[src/rtl/axi4_addr_decoder_1x2_pkg.sv]
// Shared widths, default memory map and FSM encodings for the 1-to-2 AXI4 address decoder.
package axi4_addr_decoder_1x2_pkg;

    localparam int ADDR_W = 32;
    localparam int DATA_W = 32;
    localparam int STRB_W = 4;

    // Slave 1 (MMIO) owns the 256 MB window at 0x1000_0000; all else is main memory.
    localparam logic [ADDR_W-1:0] S1_BASE_DEF = 32'h1000_0000;
    localparam logic [ADDR_W-1:0] S1_MASK_DEF = 32'hF000_0000;

    typedef enum logic [1:0] {
        R_IDLE = 2'd0,
        R_ADDR = 2'd1,
        R_DATA = 2'd2
    } rd_state_t;

    typedef enum logic [1:0] {
        W_IDLE = 2'd0,
        W_FWD  = 2'd1,
        W_RESP = 2'd2
    } wr_state_t;

endpackage

[src/rtl/axi4_addr_decoder_1x2_if.sv]
// Single-beat AXI4 channel bundle (AW, W, B, AR, R) shared by the interconnect side and both slaves.
interface axi4_addr_decoder_1x2_if;
    import axi4_addr_decoder_1x2_pkg::*;

    logic [ADDR_W-1:0] awaddr;
    logic              awvalid;
    logic              awready;
    logic [DATA_W-1:0] wdata;
    logic [STRB_W-1:0] wstrb;
    logic              wvalid;
    logic              wready;
    logic              bvalid;
    logic              bready;
    logic [ADDR_W-1:0] araddr;
    logic              arvalid;
    logic              arready;
    logic [DATA_W-1:0] rdata;
    logic              rvalid;
    logic              rready;

    modport master (
        output awaddr, awvalid, wdata, wstrb, wvalid, bready, araddr, arvalid, rready,
        input  awready, wready, bvalid, arready, rdata, rvalid
    );

    modport slave (
        input  awaddr, awvalid, wdata, wstrb, wvalid, bready, araddr, arvalid, rready,
        output awready, wready, bvalid, arready, rdata, rvalid
    );

endinterface

[src/rtl/axi4_addr_decoder_1x2_match.sv]
// Combinational base/mask comparator; hit means the address belongs to slave 1.
module axi4_addr_decoder_1x2_match
    import axi4_addr_decoder_1x2_pkg::*;
#(
    parameter logic [ADDR_W-1:0] BASE = S1_BASE_DEF,
    parameter logic [ADDR_W-1:0] MASK = S1_MASK_DEF
) (
    input  logic [ADDR_W-1:0] addr,
    output logic              hit
);

    assign hit = ((addr & MASK) == BASE);

endmodule

[src/rtl/axi4_addr_decoder_1x2.sv]
// Routes single-beat AXI4 reads and writes to main memory (m0) or MMIO (m1); independent
// read and write FSMs, each with one transaction in flight.
module axi4_addr_decoder_1x2
    import axi4_addr_decoder_1x2_pkg::*;
#(
    parameter logic [ADDR_W-1:0] S1_BASE = S1_BASE_DEF,
    parameter logic [ADDR_W-1:0] S1_MASK = S1_MASK_DEF
) (
    input  logic                     clk,
    input  logic                     rst_n,
    axi4_addr_decoder_1x2_if.slave   s_axi,
    axi4_addr_decoder_1x2_if.master  m0_axi,
    axi4_addr_decoder_1x2_if.master  m1_axi
);

    rd_state_t         rd_state;
    logic [ADDR_W-1:0] araddr_q;
    logic              sel_r;
    logic              ar_hit;
    logic              sel_arready;
    logic              sel_rvalid;

    wr_state_t         wr_state;
    logic [ADDR_W-1:0] awaddr_q;
    logic [DATA_W-1:0] wdata_q;
    logic [STRB_W-1:0] wstrb_q;
    logic              got_aw;
    logic              got_w;
    logic              aw_pend;
    logic              w_pend;
    logic              sel_w;
    logic              aw_hit;
    logic              sel_awready;
    logic              sel_wready;
    logic              sel_bvalid;
    logic              aw_done;
    logic              w_done;
    logic              rd_active;
    logic              wr_active;

    axi4_addr_decoder_1x2_match #(.BASE(S1_BASE), .MASK(S1_MASK)) u_ar_match (
        .addr (s_axi.araddr),
        .hit  (ar_hit)
    );

    axi4_addr_decoder_1x2_match #(.BASE(S1_BASE), .MASK(S1_MASK)) u_aw_match (
        .addr (awaddr_q),
        .hit  (aw_hit)
    );

    assign sel_arready = sel_r ? m1_axi.arready : m0_axi.arready;
    assign sel_rvalid  = sel_r ? m1_axi.rvalid  : m0_axi.rvalid;

    always_ff @(posedge clk or negedge rst_n) begin
        if (!rst_n) begin
            rd_state <= R_IDLE;
            araddr_q <= '0;
            sel_r    <= 1'b0;
        end else begin
            case (rd_state)
                R_IDLE: if (s_axi.arvalid) begin
                    araddr_q <= s_axi.araddr;
                    sel_r    <= ar_hit;
                    rd_state <= R_ADDR;
                end
                R_ADDR: if (sel_arready) rd_state <= R_DATA;
                R_DATA: if (sel_rvalid && s_axi.rready) rd_state <= R_IDLE;
                default: rd_state <= R_IDLE;
            endcase
        end
    end

    // The unselected slave sees all-zero valids, readies and address.
    assign rd_active      = (rd_state != R_IDLE);
    assign s_axi.arready  = (rd_state == R_IDLE);
    assign m0_axi.arvalid = (rd_state == R_ADDR) && !sel_r;
    assign m1_axi.arvalid = (rd_state == R_ADDR) &&  sel_r;
    assign m0_axi.araddr  = (rd_active && !sel_r) ? araddr_q : '0;
    assign m1_axi.araddr  = (rd_active &&  sel_r) ? araddr_q : '0;
    assign m0_axi.rready  = (rd_state == R_DATA) && !sel_r && s_axi.rready;
    assign m1_axi.rready  = (rd_state == R_DATA) &&  sel_r && s_axi.rready;
    assign s_axi.rvalid   = (rd_state == R_DATA) && sel_rvalid;
    assign s_axi.rdata    = (rd_state != R_DATA) ? '0 : (sel_r ? m1_axi.rdata : m0_axi.rdata);

    assign sel_awready = sel_w ? m1_axi.awready : m0_axi.awready;
    assign sel_wready  = sel_w ? m1_axi.wready  : m0_axi.wready;
    assign sel_bvalid  = sel_w ? m1_axi.bvalid  : m0_axi.bvalid;
    assign aw_done     = !aw_pend || sel_awready;
    assign w_done      = !w_pend  || sel_wready;

    always_ff @(posedge clk or negedge rst_n) begin
        if (!rst_n) begin
            wr_state <= W_IDLE;
            awaddr_q <= '0;
            wdata_q  <= '0;
            wstrb_q  <= '0;
            got_aw   <= 1'b0;
            got_w    <= 1'b0;
            aw_pend  <= 1'b0;
            w_pend   <= 1'b0;
            sel_w    <= 1'b0;
        end else begin
            case (wr_state)
                W_IDLE: begin
                    if (s_axi.awvalid && !got_aw) begin
                        awaddr_q <= s_axi.awaddr;
                        got_aw   <= 1'b1;
                    end
                    if (s_axi.wvalid && !got_w) begin
                        wdata_q <= s_axi.wdata;
                        wstrb_q <= s_axi.wstrb;
                        got_w   <= 1'b1;
                    end
                    if (got_aw && got_w) begin
                        sel_w    <= aw_hit;
                        aw_pend  <= 1'b1;
                        w_pend   <= 1'b1;
                        wr_state <= W_FWD;
                    end
                end
                W_FWD: begin
                    if (sel_awready) aw_pend <= 1'b0;
                    if (sel_wready)  w_pend  <= 1'b0;
                    if (aw_done && w_done) wr_state <= W_RESP;
                end
                W_RESP: if (sel_bvalid && s_axi.bready) begin
                    got_aw   <= 1'b0;
                    got_w    <= 1'b0;
                    wr_state <= W_IDLE;
                end
                default: wr_state <= W_IDLE;
            endcase
        end
    end

    assign wr_active      = (wr_state != W_IDLE);
    assign s_axi.awready  = (wr_state == W_IDLE) && !got_aw;
    assign s_axi.wready   = (wr_state == W_IDLE) && !got_w;
    assign m0_axi.awvalid = (wr_state == W_FWD) && aw_pend && !sel_w;
    assign m1_axi.awvalid = (wr_state == W_FWD) && aw_pend &&  sel_w;
    assign m0_axi.wvalid  = (wr_state == W_FWD) && w_pend  && !sel_w;
    assign m1_axi.wvalid  = (wr_state == W_FWD) && w_pend  &&  sel_w;
    assign m0_axi.awaddr  = (wr_active && !sel_w) ? awaddr_q : '0;
    assign m1_axi.awaddr  = (wr_active &&  sel_w) ? awaddr_q : '0;
    assign m0_axi.wdata   = (wr_active && !sel_w) ? wdata_q  : '0;
    assign m1_axi.wdata   = (wr_active &&  sel_w) ? wdata_q  : '0;
    assign m0_axi.wstrb   = (wr_active && !sel_w) ? wstrb_q  : '0;
    assign m1_axi.wstrb   = (wr_active &&  sel_w) ? wstrb_q  : '0;
    assign m0_axi.bready  = (wr_state == W_RESP) && !sel_w && s_axi.bready;
    assign m1_axi.bready  = (wr_state == W_RESP) &&  sel_w && s_axi.bready;
    assign s_axi.bvalid   = (wr_state == W_RESP) && sel_bvalid;

endmodule

[src/flat_wrapper.sv]
// flat-port wrapper written by rule: the top's interface ports become plain ports
module axi4_addr_decoder_1x2_flat import axi4_addr_decoder_1x2_pkg::*;
#(
    parameter logic [ADDR_W-1:0] S1_BASE = S1_BASE_DEF,
    parameter logic [ADDR_W-1:0] S1_MASK = S1_MASK_DEF
)
  (clk, rst_n, s_axi_awaddr, s_axi_awvalid, s_axi_wdata, s_axi_wstrb, s_axi_wvalid, s_axi_bready, s_axi_araddr, s_axi_arvalid, s_axi_rready, s_axi_awready, s_axi_wready, s_axi_bvalid, s_axi_arready, s_axi_rdata, s_axi_rvalid, m0_axi_awaddr, m0_axi_awvalid, m0_axi_wdata, m0_axi_wstrb, m0_axi_wvalid, m0_axi_bready, m0_axi_araddr, m0_axi_arvalid, m0_axi_rready, m0_axi_awready, m0_axi_wready, m0_axi_bvalid, m0_axi_arready, m0_axi_rdata, m0_axi_rvalid, m1_axi_awaddr, m1_axi_awvalid, m1_axi_wdata, m1_axi_wstrb, m1_axi_wvalid, m1_axi_bready, m1_axi_araddr, m1_axi_arvalid, m1_axi_rready, m1_axi_awready, m1_axi_wready, m1_axi_bvalid, m1_axi_arready, m1_axi_rdata, m1_axi_rvalid);
  axi4_addr_decoder_1x2_if s_axi_i ();
  axi4_addr_decoder_1x2_if m0_axi_i ();
  axi4_addr_decoder_1x2_if m1_axi_i ();
  input  logic clk;
  input  logic rst_n;
  input wire logic [$bits(s_axi_i.awaddr)-1:0] s_axi_awaddr;
  input wire logic [$bits(s_axi_i.awvalid)-1:0] s_axi_awvalid;
  input wire logic [$bits(s_axi_i.wdata)-1:0] s_axi_wdata;
  input wire logic [$bits(s_axi_i.wstrb)-1:0] s_axi_wstrb;
  input wire logic [$bits(s_axi_i.wvalid)-1:0] s_axi_wvalid;
  input wire logic [$bits(s_axi_i.bready)-1:0] s_axi_bready;
  input wire logic [$bits(s_axi_i.araddr)-1:0] s_axi_araddr;
  input wire logic [$bits(s_axi_i.arvalid)-1:0] s_axi_arvalid;
  input wire logic [$bits(s_axi_i.rready)-1:0] s_axi_rready;
  output wire logic [$bits(s_axi_i.awready)-1:0] s_axi_awready;
  output wire logic [$bits(s_axi_i.wready)-1:0] s_axi_wready;
  output wire logic [$bits(s_axi_i.bvalid)-1:0] s_axi_bvalid;
  output wire logic [$bits(s_axi_i.arready)-1:0] s_axi_arready;
  output wire logic [$bits(s_axi_i.rdata)-1:0] s_axi_rdata;
  output wire logic [$bits(s_axi_i.rvalid)-1:0] s_axi_rvalid;
  output wire logic [$bits(m0_axi_i.awaddr)-1:0] m0_axi_awaddr;
  output wire logic [$bits(m0_axi_i.awvalid)-1:0] m0_axi_awvalid;
  output wire logic [$bits(m0_axi_i.wdata)-1:0] m0_axi_wdata;
  output wire logic [$bits(m0_axi_i.wstrb)-1:0] m0_axi_wstrb;
  output wire logic [$bits(m0_axi_i.wvalid)-1:0] m0_axi_wvalid;
  output wire logic [$bits(m0_axi_i.bready)-1:0] m0_axi_bready;
  output wire logic [$bits(m0_axi_i.araddr)-1:0] m0_axi_araddr;
  output wire logic [$bits(m0_axi_i.arvalid)-1:0] m0_axi_arvalid;
  output wire logic [$bits(m0_axi_i.rready)-1:0] m0_axi_rready;
  input wire logic [$bits(m0_axi_i.awready)-1:0] m0_axi_awready;
  input wire logic [$bits(m0_axi_i.wready)-1:0] m0_axi_wready;
  input wire logic [$bits(m0_axi_i.bvalid)-1:0] m0_axi_bvalid;
  input wire logic [$bits(m0_axi_i.arready)-1:0] m0_axi_arready;
  input wire logic [$bits(m0_axi_i.rdata)-1:0] m0_axi_rdata;
  input wire logic [$bits(m0_axi_i.rvalid)-1:0] m0_axi_rvalid;
  output wire logic [$bits(m1_axi_i.awaddr)-1:0] m1_axi_awaddr;
  output wire logic [$bits(m1_axi_i.awvalid)-1:0] m1_axi_awvalid;
  output wire logic [$bits(m1_axi_i.wdata)-1:0] m1_axi_wdata;
  output wire logic [$bits(m1_axi_i.wstrb)-1:0] m1_axi_wstrb;
  output wire logic [$bits(m1_axi_i.wvalid)-1:0] m1_axi_wvalid;
  output wire logic [$bits(m1_axi_i.bready)-1:0] m1_axi_bready;
  output wire logic [$bits(m1_axi_i.araddr)-1:0] m1_axi_araddr;
  output wire logic [$bits(m1_axi_i.arvalid)-1:0] m1_axi_arvalid;
  output wire logic [$bits(m1_axi_i.rready)-1:0] m1_axi_rready;
  input wire logic [$bits(m1_axi_i.awready)-1:0] m1_axi_awready;
  input wire logic [$bits(m1_axi_i.wready)-1:0] m1_axi_wready;
  input wire logic [$bits(m1_axi_i.bvalid)-1:0] m1_axi_bvalid;
  input wire logic [$bits(m1_axi_i.arready)-1:0] m1_axi_arready;
  input wire logic [$bits(m1_axi_i.rdata)-1:0] m1_axi_rdata;
  input wire logic [$bits(m1_axi_i.rvalid)-1:0] m1_axi_rvalid;
  assign s_axi_i.awaddr = s_axi_awaddr;
  assign s_axi_i.awvalid = s_axi_awvalid;
  assign s_axi_i.wdata = s_axi_wdata;
  assign s_axi_i.wstrb = s_axi_wstrb;
  assign s_axi_i.wvalid = s_axi_wvalid;
  assign s_axi_i.bready = s_axi_bready;
  assign s_axi_i.araddr = s_axi_araddr;
  assign s_axi_i.arvalid = s_axi_arvalid;
  assign s_axi_i.rready = s_axi_rready;
  assign s_axi_awready = s_axi_i.awready;
  assign s_axi_wready = s_axi_i.wready;
  assign s_axi_bvalid = s_axi_i.bvalid;
  assign s_axi_arready = s_axi_i.arready;
  assign s_axi_rdata = s_axi_i.rdata;
  assign s_axi_rvalid = s_axi_i.rvalid;
  assign m0_axi_awaddr = m0_axi_i.awaddr;
  assign m0_axi_awvalid = m0_axi_i.awvalid;
  assign m0_axi_wdata = m0_axi_i.wdata;
  assign m0_axi_wstrb = m0_axi_i.wstrb;
  assign m0_axi_wvalid = m0_axi_i.wvalid;
  assign m0_axi_bready = m0_axi_i.bready;
  assign m0_axi_araddr = m0_axi_i.araddr;
  assign m0_axi_arvalid = m0_axi_i.arvalid;
  assign m0_axi_rready = m0_axi_i.rready;
  assign m0_axi_i.awready = m0_axi_awready;
  assign m0_axi_i.wready = m0_axi_wready;
  assign m0_axi_i.bvalid = m0_axi_bvalid;
  assign m0_axi_i.arready = m0_axi_arready;
  assign m0_axi_i.rdata = m0_axi_rdata;
  assign m0_axi_i.rvalid = m0_axi_rvalid;
  assign m1_axi_awaddr = m1_axi_i.awaddr;
  assign m1_axi_awvalid = m1_axi_i.awvalid;
  assign m1_axi_wdata = m1_axi_i.wdata;
  assign m1_axi_wstrb = m1_axi_i.wstrb;
  assign m1_axi_wvalid = m1_axi_i.wvalid;
  assign m1_axi_bready = m1_axi_i.bready;
  assign m1_axi_araddr = m1_axi_i.araddr;
  assign m1_axi_arvalid = m1_axi_i.arvalid;
  assign m1_axi_rready = m1_axi_i.rready;
  assign m1_axi_i.awready = m1_axi_awready;
  assign m1_axi_i.wready = m1_axi_wready;
  assign m1_axi_i.bvalid = m1_axi_bvalid;
  assign m1_axi_i.arready = m1_axi_arready;
  assign m1_axi_i.rdata = m1_axi_rdata;
  assign m1_axi_i.rvalid = m1_axi_rvalid;
  axi4_addr_decoder_1x2 #(.S1_BASE(S1_BASE), .S1_MASK(S1_MASK)) u_core (.clk(clk), .rst_n(rst_n), .s_axi(s_axi_i), .m0_axi(m0_axi_i), .m1_axi(m1_axi_i));
endmodule
[config.mk]
export PLATFORM = sky130hd
export DESIGN_NAME = axi4_addr_decoder_1x2_flat
export DESIGN_NICKNAME = d
export VERILOG_FILES = /design/src/rtl/axi4_addr_decoder_1x2_pkg.sv /design/src/rtl/axi4_addr_decoder_1x2_if.sv /design/src/rtl/axi4_addr_decoder_1x2_match.sv /design/src/rtl/axi4_addr_decoder_1x2.sv /design/src/flat_wrapper.sv
export SDC_FILE = /design/constraint.sdc
export NUM_CORES = 1
export LEC_CHECK = 0
export BUFFER_PORTS_ARGS = -buffer_cell sky130_fd_sc_hd__buf_4
export CORE_AREA = 10 10 159 161
export DETAILED_ROUTE_END_ITERATION = 16
export DIE_AREA = 0 0 169 171
export PLACE_DENSITY = 0.64
export REMOVE_ABC_BUFFERS = 1
export SLEW_MARGIN = 20
export SYNTH_ARGS = -nofsm -noshare
export SYNTH_HDL_FRONTEND = slang
export SYNTH_SLANG_ARGS = --single-unit
[constraint.sdc]
create_clock -name clk -period 2.8 [get_ports clk]
set_clock_uncertainty 0.05 [all_clocks]
set_input_delay 0.14 -clock clk [delete_from_list [all_inputs] [get_ports clk]]
set_output_delay 0.14 -clock clk [all_outputs]
set_load 0.01 [all_outputs]
## Word level (Yosys, flattened, before mapping)

Cells that the tools add are included.
W data, S select, Z words.

- Add/sub/neg operators: 0
- Multiply operators: 0
- Divide/modulo/power cells: 0
- $lt $le $gt $ge: 0
- Eq/ne operators: 17
- Shifts and indexed selects: 0
- Multiplexer cells: 33
- Bitwise gates (word level): 0
- Reductions and logical operators: 54

Operator list:

| operator | count |
|---|---|
| $mux W32 | 8 |
| $logic_and A1 B1 Y1 | 30 |
| $ne A2 B1 Y1 const B | 9 |
| $reduce_and A3 Y1 | 6 |
| $mux W2 | 6 |
| $pmux W2 S3 | 2 |
| $mux W1 | 11 |
| $eq A4 B1 Y1 const B | 2 |
| $mux W4 | 2 |
| $pmux W1 S2 | 4 |
| $reduce_and A2 Y1 | 4 |
| $reduce_bool A2 Y1 | 4 |
| $logic_not A1 Y1 | 6 |
| $eq A2 B1 Y1 const B | 2 |
| $eq A2 B2 Y1 const B | 2 |
| $logic_not A2 Y1 | 2 |
| $ne A2 B2 Y1 const B | 2 |
| $logic_or A1 B1 Y1 | 2 |

- Register bits: 110
- Bits in latches: 0
- RAM bits: 0
- Bits in read-only memories: 0
- Input bits: 181
- Output and inout port bits: 247
- Word-level logic and storage cells: 116
- Memories kept: 0

## Logic depth before layout (Yosys ltp)

- Depth after elaboration: 5
- Mapped depth: 6
- Gate-level depth less buffers: 3

## By module

Synthesis repeated with hierarchy kept, for this count alone.

- Cell total of the unflattened synthesis: 591
- Area, all modules: 6233.5 µm²

By module, submodules not included:

| module | instances | cells an instance | area each (µm²) | seq. area each (µm²) |
|---|---|---|---|---|
| axi4_addr_decoder_1x2 | 1 | 589 | 6203.4 | 2752.6 |
| axi4_addr_decoder_1x2_match | 2 | 1 | 15.0 | 0.0 |

## Least setup slack after synthesis

OpenSTA, ideal clock, no wires.

- Kind: register -> register
- Start: register u_core.wr_state[0]
- End: register u_core.wdata_q[0]
- Arrival time: 1529 ps
- Data required time: 2625 ps
- Slack: 1096 ps
- Stages on the path, launching flop included: 7
- Period minus slack after synthesis: 1704 ps
- Cell sequence: dfrtp_1 -> buf_2 -> nor3_2 -> and2_1 -> buf_6 -> buf_6 -> mux2_4

- Longest elaborated chain between the ends: 2

RTL lines:

| element | RTL line | text |
|---|---|---|
| from (decl) | axi4_addr_decoder_1x2.sv:23 | `wr_state_t wr_state;` |
| from (signal assigned) | axi4_addr_decoder_1x2.sv:93 | `wr_state <= W_IDLE;` |
| from (signal assigned) | axi4_addr_decoder_1x2.sv:118 | `wr_state <= W_FWD;` |
| from (signal assigned) | axi4_addr_decoder_1x2.sv:124 | `if (aw_done && w_done) wr_state <= W_RESP;` |
| $logic_not A2 Y1 | axi4_addr_decoder_1x2.sv:103 | `case (wr_state)` |
| $reduce_and A2 Y1 (no source line) | n/a |  |
| to (signal assigned) | axi4_addr_decoder_1x2.sv:110 | `wdata_q <= s_axi.wdata;` |
| to (decl) | axi4_addr_decoder_1x2.sv:25 | `logic [DATA_W-1:0] wdata_q;` |

No other way between the ends.
A chain may end at the register's enable or synchronous reset.

## Final worst setup path

- Start: register u_core.wr_state[1]
- End: output port m0_axi_awaddr[10]

- Longest elaborated chain between the ends: 3

RTL lines:

| element | RTL line | text |
|---|---|---|
| $reduce_bool A2 Y1 | axi4_addr_decoder_1x2.sv:136 | `assign wr_active = (wr_state != W_IDLE);` |
| $logic_and A1 B1 Y1 | axi4_addr_decoder_1x2.sv:143 | `assign m0_axi.awaddr = (wr_active && !sel_w) ? awaddr_q : '0;` |
| $mux W32 | axi4_addr_decoder_1x2.sv:143 |  |
| to (decl) | flat_wrapper.sv:28 | `output wire logic [$bits(m0_axi_i.awaddr)-1:0] m0_axi_awaddr;` |

No other way between the ends.

==> parameters.txt <==
Parameter                              Value

Run status
  Result of the run ... completed

Drt
  Routed vias/inst ... 4.45
  Final routed DRC violation total ... 0
  Via count ... approximately 6000
  TritonRoute pass-1 iters ... 4
  Drt first-iter violations ... 249
  Post-detailed-routing wire length ... 26.1 mm
  Post-DRT Antenna Nets ... 0
  WL per Instance ... about 19 um

Worst setup path
  Kind of start point of the critical path ... flip-flop
  Cell with the largest stage delay on the worst path ... sky130_fd_sc_hd__nor2_4
  Sequence of cells on the critical path ... nor2_1, nor2_4, buf_4, and2_1, buf_4
  Worst setup path class ... reg -> out
  CP peak stage delay ... roughly 0.56 ns
  Category of the worst setup path capture point ... output pin
  Most common cell type on the critical path ... sky130_fd_sc_hd__buf_4
  Max Fanout on Critical Path ... 35
  Arrival @ worst endpoint ... 2.35 ns
  Required @ worst endpoint ... 2.61 ns

Yosys
  Count of warnings emitted by yosys ... 0
  Sequential cell area fraction in the yosys report ... 0.440
  Number of synthesized flops with an enable pin ... 0
  Commonest register cell after synthesis ... sky130_fd_sc_hd__dfrtp_1
  Cells after synthesis ... 543
  Area of the mapped netlist ... 0.00626 mm^2
  FFs w/ async S/R, synth ... 1.00
  Number of synthesized register bits ... 110
  Yosys top cell area share ... 0.440
  Cells taking the most area after synthesis ... sky130_fd_sc_hd__dfrtp_1, sky130_fd_sc_hd__and2_1, sky130_fd_sc_hd__mux2_4
  Biggest area consumer among synthesized cells ... sky130_fd_sc_hd__dfrtp_1
  Distinct cell type count after synthesis ... 32
  Average cell area after synthesis ... 11.5 um^2

Power and ir drop
  Worst vdd ir ... 0.000460 V
  Lkg Pwr ... 5.53 nW
  Pwr Density ... ~940 mW/mm^2

STA
  Min Clock Period, post-route ... 2.54 ns
  Worst slew margin relative to its limit ... 0.537
  Count of endpoints failing setup in the final report ... 0
  Part of the cycle the worst path needs ... 0.909
  TNS Setup ... 0 ns
  Final hold viol count ... 0
  Slew Limit Fails ... 0
  Unrepaired setup endpoints after global routing ... false
  Max Clock Freq ... 393 MHz
  Transition time at the pin with the least slew margin ... 0.694 ns

Clocking
  Depth of the CTS H-tree ... 3
  Clock latency on the worst-skew pair ... 0.35 ns
  Worst-path clk slew ... 0.08 ns
  Worst-case clock buffer depth ... 2
  CTS tree ... yes
  Number of buffers created by CTS ... 9
  Root Buffer ... sky130_fd_sc_hd__clkbuf_16
  CTS-repair resized insts ... 0
  CTS Sinks ... 110

GRT
  Remaining global-route overflow ... 0
  Initial antenna violation count ... 0
  Largest net degree at the start of global routing ... 61
  Global-route total usage across every layer ... 0.173
  Vias in the first global route ... 6628
  Most used routing layer in global routing ... met2
  First-pass GRT wire length ... 39.2 mm
  Global routing met3 resource utilization ... 0.0725
  Global Route met2 Usage ... 0.295
  M1 GR Usage ... 0.194

Placed design
  IO Port Bufs ... between 400 and 500
  Final weighted congestion of routability-driven global placement ... 0.825
  Placed cell areas ... a little under 0.01 mm^2
  Half-perimeter wire length after detailed placement ... 20.6 mm

Final layout
  Syn-to-layout area delta ... 76.5%
  Number of nets in the finished design ... 1234
  Count of inserted antenna diode cells ... 0
  Fin util ... 0.497
  Commonest cells after routing, fill and taps aside ... sky130_fd_sc_hd__buf_4, sky130_fd_sc_hd__and2_1, sky130_fd_sc_hd__dfrtp_1
  Share of layout cells above drive strength 1 ... 0.537
  Leading cell type in the layout, fill and taps excluded ... sky130_fd_sc_hd__buf_4
  Layout Cell Area excl Fill ... 0.0110 mm^2

Floorplanning
  Die Width ... 169 um
  Core ar. ... 0.0222 mm^2
  Die Span Y ... 171 um
  I/O pin cnt ... about 430
  Effective utilization at floorplan ... 0.282
  Total Die Area ... 0.0289 mm^2
  Standard-cell rows ... between 50 and 60

Hold path
  Worst min path class ... in -> reg

Run
  Number of max-cap violations ... 0
-- report_power, final --
part	total, mW	switching, mW	internal (mW)	leakage (nW)
clock network	1.29	0.654	0.636	0.145
logic	5.92	2.52	3.40	4.08
registers	3.12	0.725	2.40	1.30
total	10.3	3.89	6.44	5.53
-- per-stage QoR --
step / setup slack (ns) / total power, mW / std cells / hold slack (ns)
floorplan: 0.136 / 5.99 / 502 / -0.206
global placement: 0.696 / 8.94 / 1225 / 0.191
detailed placement: 0.635 / 9.02 / 1225 / 0.189
CTS: 0.213 / 10.5 / 1343 / 0.0827
global route: 0.0141 / 11.1 / 1343 / 0.114
finish: 0.256 / 10.3 / 1343 / 0.106
-- synthesized netlist by cell type, drive strengths merged (2+ instances only) --
cell type / number
a21o: 2
nor2b: 4
mux2i: 5
a21bo: 2
and3: 3
nand2b: 3
mux2: 103
nor2: 14
buf: 20
a22o: 32
nand2: 2
nor3: 3
and2: 205
inv: 3
clkbuf: 21
o22ai: 2
dfrtp: 110
nand3b: 2
-- cell type report --
| cell class | instances | area (um^2) |
|---|---|---|
| clock buffer | 9 | 225 |
| clock inverter | 7 | 80.1 |
| fill | 2034 | 11200 |
| inverter | 3 | 11.3 |
| multi-input combinational | 389 | 3270 |
| sequential | 110 | 2750 |
| tap | 285 | 357 |
| timing repair buffer | 540 | 4350 |
-- sequential cells by signal (all words and copies together) (netlist names), 2 cells and up --
signal,count
u_core.araddr_q,32
u_core.wdata_q,32
u_core.wr_state,2
u_core.rd_state,2
u_core.wstrb_q,4
u_core.awaddr_q,32
-- routing by layer --
metal,vias up,routed length (um),part of all wire
met3,21,2890,0.11
li1,2831,-,-
met1,2840,10100,0.39
met5,-,0,0
met4,0,374,0.014
met2,285,12700,0.49
-- what timing repair did --
action,CTS,global route
hold buffers,102,0
hold endpoints to repair,151,0
setup buffers,0,0
-- final timing paths --
check | startpoint | slack, ns | end | cells past startpoint
min in group asynchronous | rst_n | 0.32 | u_core.araddr_q[19] | 2
min reg2reg | u_core.rd_state[1] | 0.43 | u_core.rd_state[0] | 1
min | s_axi_bready | 0.11 | u_core.wr_state[1] | 4
max reg2reg | u_core.wr_state[0] | 0.89 | u_core.awaddr_q[1] | 4
max in group asynchronous | rst_n | 1.58 | u_core.awaddr_q[29] | 3
max | u_core.wr_state[1] | 0.26 | m0_axi_awaddr[10] | 5
-- kinds of logic (layout without fill, tap and decap cells) --
group	Yosys count	in the layout	synth area share
buffers and inverters	44	559	0.0400
AO/OA/AOI/OAI	41	41	0.0558
AND/OR/NAND/NOR	240	240	0.236
flip-flops	110	110	0.440
multiplexers	108	108	0.228
-- worst max-delay path: cells and delay by family (launching register included) --
family / cells / cell delay (ns)
buffers and inverters: 2 / 0.53
DFF: 1 / 0.51
and+or+nand+nor: 3 / 0.94
Power figures use the tool's default switching activity.
